[src/rtl/ring_pkg.sv]
// rtl/ring_pkg.sv - shared types and helpers for the ring sequence monitor
package ring_pkg;

  // Monitor FSM states
  typedef enum logic [1:0] {
    IDLE   = 2'd0,
    SYNC   = 2'd1,
    LOCKED = 2'd2,
    FAULT  = 2'd3
  } state_t;

  localparam int DEFAULT_WIDTH = 3;

  // Helpers work on a fixed-width container; callers zero-extend and truncate
  localparam int MAX_WIDTH = 32;

  // Left rotation of the low w bits of prev (bit w-1 wraps into bit 0)
  function automatic logic [MAX_WIDTH-1:0] rotl(input logic [MAX_WIDTH-1:0] prev,
                                                input int w);
    logic [MAX_WIDTH-1:0] mask;
    mask = ~({MAX_WIDTH{1'b1}} << w);
    return ((prev << 1) | (prev >> (w - 1))) & mask;
  endfunction

  // True when exactly one bit of v is set
  function automatic logic is_onehot(input logic [MAX_WIDTH-1:0] v);
    return (v != '0) && ((v & (v - MAX_WIDTH'(1))) == '0);
  endfunction

endpackage

[src/rtl/ring_sequence_monitor_onehot_encoder.sv]
// rtl/ring_sequence_monitor_onehot_encoder.sv - one-hot to index encoder with valid flag
module onehot_encoder
  import ring_pkg::*;
#(
  parameter int WIDTH = DEFAULT_WIDTH
) (
  input  logic [WIDTH-1:0]         onehot,
  output logic [$clog2(WIDTH)-1:0] index,
  output logic                     valid
);

  localparam int IW = $clog2(WIDTH);

  // OR together the indices of set bits; meaningful only when valid is high
  always_comb begin
    index = '0;
    valid = is_onehot(MAX_WIDTH'(onehot));
    for (int i = 0; i < WIDTH; i++) begin
      if (onehot[i]) begin
        index = index | IW'(i);
      end
    end
  end

endmodule

[src/rtl/ring_sequence_monitor.sv]
// rtl/ring_sequence_monitor.sv - lock, revolution count and fault monitor for a one-hot ring counter
module ring_sequence_monitor
  import ring_pkg::*;
#(
  parameter int WIDTH      = DEFAULT_WIDTH,
  parameter int LOCK_COUNT = 2,
  parameter int REV_WIDTH  = 8
) (
  input  logic                     clock,
  input  logic                     reset,
  input  logic [WIDTH-1:0]         ring_seq,
  input  logic                     clear_error,
  output logic                     locked,
  output logic                     error,
  output logic                     rev_tick,
  output logic [REV_WIDTH-1:0]     rev_count,
  output logic [$clog2(WIDTH)-1:0] phase_index
);

  localparam int GW = $clog2(LOCK_COUNT + 1);

  state_t                     state, state_nx;
  logic [WIDTH-1:0]           prev;
  logic [WIDTH-1:0]           expected;
  logic [GW-1:0]              good_cnt, good_nx, good_inc;
  logic [REV_WIDTH-1:0]       count_nx;
  logic                       tick_nx;
  logic                       onehot;
  logic                       match;
  logic [$clog2(WIDTH)-1:0]   hot_index;

  onehot_encoder #(
    .WIDTH (WIDTH)
  ) u_encoder (
    .onehot (ring_seq),
    .index  (hot_index),
    .valid  (onehot)
  );

  assign expected = WIDTH'(rotl(MAX_WIDTH'(prev), WIDTH));
  assign match    = onehot && (ring_seq == expected);
  assign good_inc = good_cnt + GW'(1);

  // Next state, lock streak and revolution bookkeeping
  always_comb begin
    state_nx = state;
    good_nx  = good_cnt;
    tick_nx  = 1'b0;
    count_nx = rev_count;
    case (state)
      IDLE: begin
        if (onehot) begin
          state_nx = SYNC;
          good_nx  = '0;
        end
      end
      SYNC: begin
        if (!onehot) begin
          state_nx = IDLE;
        end else if (match) begin
          good_nx = good_inc;
          if (good_inc == GW'(LOCK_COUNT)) begin
            state_nx = LOCKED;
          end
        end else begin
          good_nx = '0;
        end
      end
      LOCKED: begin
        // A bad pattern on a would-be revolution edge takes the fault path only
        if (!match) begin
          state_nx = FAULT;
        end else if (prev[WIDTH-1] && (ring_seq == WIDTH'(1))) begin
          tick_nx  = 1'b1;
          count_nx = rev_count + REV_WIDTH'(1);
        end
      end
      FAULT: begin
        if (clear_error) begin
          state_nx = IDLE;
          count_nx = '0;
        end
      end
      default: begin
        state_nx = IDLE;
      end
    endcase
  end

  // State register plus registered flags derived from the next state
  always_ff @(posedge clock or posedge reset) begin
    if (reset) begin
      state       <= IDLE;
      prev        <= '0;
      good_cnt    <= '0;
      locked      <= 1'b0;
      error       <= 1'b0;
      rev_tick    <= 1'b0;
      rev_count   <= '0;
      phase_index <= '0;
    end else begin
      state       <= state_nx;
      prev        <= ring_seq;
      good_cnt    <= good_nx;
      locked      <= (state_nx == LOCKED);
      error       <= (state_nx == FAULT);
      rev_tick    <= tick_nx;
      rev_count   <= count_nx;
      phase_index <= (state_nx == LOCKED) ? hot_index : '0;
    end
  end

endmodule

[config.mk]
export PLATFORM = sky130hd
export DESIGN_NAME = ring_sequence_monitor
export DESIGN_NICKNAME = d
export VERILOG_FILES = /design/src/rtl/ring_pkg.sv /design/src/rtl/ring_sequence_monitor_onehot_encoder.sv /design/src/rtl/ring_sequence_monitor.sv
export SDC_FILE = /design/constraint.sdc
export NUM_CORES = 1
export LEC_CHECK = 0
export ABC_AREA = 1
export CAP_MARGIN = 20
export CELL_PAD_IN_SITES_DETAIL_PLACEMENT = 0
export CELL_PAD_IN_SITES_GLOBAL_PLACEMENT = 1
export CORE_ASPECT_RATIO = 1.4
export CORE_MARGIN = 2
export CORE_UTILIZATION = 34
export CTS_BUF_LIST = sky130_fd_sc_hd__clkbuf_8 sky130_fd_sc_hd__clkbuf_16
export CTS_CLUSTER_DIAMETER = 50
export DETAILED_ROUTE_END_ITERATION = 8
export PLACE_DENSITY_LB_ADDON = 0.1
export SLEW_MARGIN = 25
export SYNTH_ARGS = -nofsm -noshare
export SYNTH_HDL_FRONTEND = slang
export SYNTH_SLANG_ARGS = --single-unit
[constraint.sdc]
create_clock -name clock -period 1.1 [get_ports clock]
set_input_delay 0.22 -clock clock [delete_from_list [all_inputs] [get_ports clock]]
set_output_delay 0.22 -clock clock [all_outputs]
set_load 0.03 [all_outputs]
-- Word level (Yosys, flattened, before mapping)
Index checks and enable logic that the tools add are counted.
W data, S select, Z words.
- logic and storage cells: 57
- register bits after elaboration: 20
- output and inout port bits: 13
- add/subtract/negate cells: 3
- multiplexer cells: 21
- eq/ne operators: 13
- reduce and logical (&&, ||, !) cells: 10
- bitwise operators: 2
- operator list (kind ; count):
    $and A3 B32 Y32 ; 1
    $logic_not A32 Y1 ; 1
    $mux W8 ; 3
    $mux W2 ; 11
    $pmux W8 S2 ; 1
    $eq A2 B2 Y1 const B ; 5
    $ne A2 B2 Y1 const B ; 5
    $add A8 B1 Y8 const B ; 1
    $pmux W2 S4 ; 1
    $mux W1 ; 4
    $pmux W2 S2 ; 1
    $reduce_and A4 Y1 ; 1
    $reduce_bool A2 Y1 ; 2
    $sub A3 B1 Y4 const B ; 1
    $eq A3 B1 Y1 const B ; 1
    $eq A3 B3 Y1 ; 1
    $logic_and A1 B1 Y1 ; 3
    $or A3 B1 Y3 ; 1
    $reduce_and A3 Y1 ; 1
    $reduce_bool A3 Y1 ; 1
    $add A2 B1 Y2 const B ; 1
    $eq A2 B1 Y1 const B ; 1
    $logic_not A2 Y1 ; 1

-- Logic depth before layout (Yosys ltp)
- depth after elaboration: 10
- depth in mapped cells: 11
- mapped depth without buffers: 11

-- Modules after synthesis
From an unflattened synthesis, not the netlist that was laid out.
- cells, all modules: 134
- area, all modules: 1128.6 um2
- by module, submodules not included (module ; instances ; cells an instance ; area an instance (um2)):
    ring_sequence_monitor ; 1 ; 122 ; 1074.8
    onehot_encoder ; 1 ; 12 ; 53.8

-- Least setup slack after synthesis
OpenSTA, ideal clock, no wires.
- path type: reg-to-reg
- start point: reg rev_count[1]
- end point: reg rev_count[6]
- stages on the path, launching flop included: 9
- period minus slack after synthesis: 1.503 ns
- setup slack: -0.403 ns
- path buffers: 0
- arrival time: 1.429 ns
- cell sequence: dfrtp_1 > ha_1 > nand2_1 > nor2_1 > nand3_1 > xor2_1 > nor2_1 > nand2_2 > o21ai_2
- cells in the longest elaborated chain, start to end: 4
- ends and longest elaborated chain (what ; line ; RTL):
    from (decl) ; ring_sequence_monitor.sv:16 ; output logic [REV_WIDTH-1:0] rev_count,
    from (signal assigned) ; ring_sequence_monitor.sv:108 ; rev_count <= count_nx;
    $add A8 B1 Y8 ; ring_sequence_monitor.sv:75 ; count_nx = rev_count + REV_WIDTH'(1);
    $mux W8 ; ring_sequence_monitor.sv:73 ; end else if (prev[WIDTH-1] && (ring_seq == WIDTH'(1))) begin
    $mux W8 ; ring_sequence_monitor.sv:71 ; if (!match) begin
    $pmux W8 S2 ; ring_sequence_monitor.sv:50 ; case (state)
No other way between the ends. The select of a mux whose other input is x is not followed.
A chain may end at the register's enable or synchronous reset.

-- Final worst setup path
- start point: reg prev[1]
- end point: reg rev_count[5]
- cells in the longest elaborated chain, start to end: 5
- ends and longest elaborated chain (what ; line ; RTL):
    from (decl) ; ring_sequence_monitor.sv:23 ; logic [WIDTH-1:0] prev;
    from (signal assigned) ; ring_sequence_monitor.sv:103 ; prev <= ring_seq;
    $or A3 B1 Y3 ; ring_pkg.sv:22 ; return ((prev << 1) | (prev >> (w - 1))) & mask;
    $eq A3 B3 Y1 ; ring_sequence_monitor.sv:41 ; assign match = onehot && (ring_seq == expected);
    $logic_and A1 B1 Y1 ; ring_sequence_monitor.sv:41 ;
    $ne A2 B2 Y1 (no source line) ; -- ;
    $reduce_and A4 Y1 (no source line) ; -- ;
No other way between the ends.

==> results.yml <==
status:
  status: "finished with violations"
  violations: "setup timing"
critical_path:
  r2r_slack_ns: -0.25
  end_kind: "register"
  critical_path_class: "register to register"
  cp.arrival_ns: 1.54
  start_kind: "register"
  crit_slowest_cell: "dfrtp_2"
  cpPeakStageDelay_ns: 0.44
  crit_path_cell_trace: "xnor2_2, nand3_2, nor2_4, nand2_2, nand2_4, buf_12, nand2_4, o21ai_2"
  cp.required_ns: 1.29
  cpMostUsedCell: "nand2_4"
  critPathMaxFanout: 8
  cpLargestDelayFamily: "simple AND/OR/NAND/NOR gates"
  crit_buf_inv: 1
logic_synthesis:
  ys_types: 26
  synthCells: 123
  synth_area_mm2: 0.001067
  synth_edf_count: 0
  synth_top_area_share_pct: 46.89
  avgSynthCellArea_um2: 8.677
  ys.flop_type: "dfrtp_1"
  synth_area_leader_cell: "dfrtp_1"
  synth_area_leaders: "dfrtp_1, nand2_1, nor2_1"
  synthTopCellsByCount: "nand2_1, dfrtp_1, nor2_1, inv_1, nand3_1"
  synthArstFlopShare_pct: 100.0
  synth_fp_nets: 131
  synth_most_common_cell: "nand2_1"
  ys_seq_area_share_pct: 46.89
  synth_seq_cells: 20
  yosys_warnings: 0
pwr:
  power_frac_seq_pct: 35.3
  ir_worst_vdd_uv: 727.3
  clkPwrFrac_pct: 21.2
  p_per_area_mw_per_mm2: 1400
  total_power_uw: 2651
  swShare_pct: 33.75
  p_leak_uw: 0.0009437
  switchingPower_uw: 894.5
  p_int_uw: 1756
  power_frac_comb_pct: 43.5
placed_design:
  place.gp.congestion: 0.7977
  dpl_worst_slack_ns: -0.7179
  hpwl_mm: 1.930
  portBuffers: 18
  dp_cells: 208
routing:
  wl_per_cell_um: 12.08
  ant_nets: 0
  drt_pass1_iterations: 3
  drc: 0
  first_iter_violations: 14
  vias: 1025
  vias_per_cell: 4.496
  drt-total-wl_mm: 2.755
clock_network:
  cts_made_buffers: 3
  root_buffer: "clkbuf_8"
  clock-sinks: 20
  clk_latency_ns: 0.26
  htreeDepth: 1
  tritoncts: "yes"
  path_clk_slew_ns: 0.07
  clk_path_buf_depth: 2
sta:
  layout_setup_ws_ns: -0.2521
  finalMaxSlewViolations: 0
  finalClockSkew_ns: 0.002671
  worst_slew_pin_slew_ns: 0.2367
  fin_crit_sh_pct: 122.9
  fmax_mhz: 739.6
  max_slew_margin_pct: 84.15
  setup_viol: 21
  hold_viol_final: 0
  fin_crit_ns: 1.352
  rsz0062_at_grt: "true"
layout:
  stdcell_count: 228
  area.growth.synth_to_final_pct: 77.37
  final_util_pct: 61.81
  n_antenna_cell: 0
  final_nets: 198
  layout-drive-gt1-share_pct: 62.43
run:
  cap_violations: 0
die:
  initial_core_util_pct: 34.84
  io_pins: 19
  die_w_um: 51.35
  die_y_um: 70.29
  dieArea_mm2: 0.003609
  rows: 24
  coreArea_mm2: 0.003063
global_route:
  grt_pass1_wl_mm: 4.533
  grt_usage_pct: 16.48
  overflow: 0
  grt_max_degree: 21
  antenna_found_initial: 0
  grt_pass1_vias: 1092
worst_hold_path:
  hold_path.class: "input port to register"
[flip-flops by register name, indices dropped and copies added, names as in the netlist]
signal,flops
phase_index,2
rev_count,8
rev_tick,1
good_cnt,2
prev,3
error,1
locked,1
state,2
[cells in the final DEF (no fill, tap or decap), types with 2 or more instances in the layout]
cell type and instances:
buf_4 43, nand2_1 18, inv_1 14, buf_6 13
dfrtp_1 12, nand2_2 9, nor2_1 9, dfrtp_2 8
nand3_2 7, nand2_4 6, nor2_4 4, o21ai_2 4
clkbuf_8 4, inv_2 3, o21ai_1 3, nor2_2 3
nand3_1 2, inv_4 2, nand4_1 2, xnor2_1 2
xor2_1 2, clkdlybuf4s50_1 2, dlygate4sd2_1 2, buf_12 2
[layout make-up]
type,instances,area (um^2)
repair buffers,63,551.8
flip-flops and latches,20,510.5
multi-input cells,82,646.9
inverters,20,80.08
fillers,285,1170
clock buffers,4,55.05
well taps,39,48.80
[worst paths after layout]
| path | start | endpoint | depth (start not counted) |
|---|---|---|---|
| max | prev[1] | rev_count[5] | 8 |
| min | ring_seq[2] | prev[2] | 1 |
| max reg2reg | prev[1] | rev_count[5] | 8 |
| min reg2reg | rev_count[7] | rev_count[7] | 2 |
| max in group asynchronous | reset | state[0] | 3 |
| min in group asynchronous | reset | rev_count[5] | 3 |
[kinds of logic after synthesis]
family / Yosys count / synth area share, %
compound gates: 11 / 7.619
xor+xnor: 6 / 4.925
fa+ha+maj: 2 / 2.344
buf+inv: 21 / 9.144
flops: 20 / 46.89
simple gates: 63 / 29.07
[power by group through the flow]
stage	logic (uW)	clock network, uW	registers (uW)
floorplan	283	0	1090
global placement	799	0	934
detailed placement	810	0	933
CTS	1020	582	924
global route	1240	612	948
finish	1150	563	935
[per-layer routing]
metal	part of all wire [%]	GRT usage (%)	wire length [um]	up-vias
met1	36	16.58	992	488
met5	0	0	0	-
met4	1.9	8.187	53	0
li1	-	-	-	517
met2	60	31.17	1649	14
met3	2.2	2.778	60	6
[repair_timing]
| item | CTS | global route |
|---|---|---|
| pin swaps | 6 | 17 |
| hold endpoints to repair | 0 | 0 |
| hold buffers | 0 | 0 |
| resized for setup | 23 | 30 |
| setup endpoints to repair | 23 | 23 |
| gates cloned | 0 | 0 |
| buffers inserted | 7 | 11 |
[metrics by stage]
step / instance area, um^2 / TNS (ns) / hold slack (ns)
after floorplan: 1106 / -1.062 / 0.1834
after global placement: 1525 / -10.61 / 0.4918
after detailed placement: 1525 / -10.76 / 0.5129
after CTS: 1717 / -3.636 / 0.2687
after global routing: 1893 / -4.686 / 0.1867
final: 1893 / -3.463 / 0.1874
[worst register-to-register path: stages (launching register included)]
cell     delay, ns
dfrtp_2       0.44
xnor2_2       0.15
nand3_2       0.13
nor2_4        0.10
nand2_2       0.08
nand2_4       0.12
buf_12        0.15
nand2_4       0.05
o21ai_2       0.06
No activity file was read; power rests on OpenSTA's default activity.
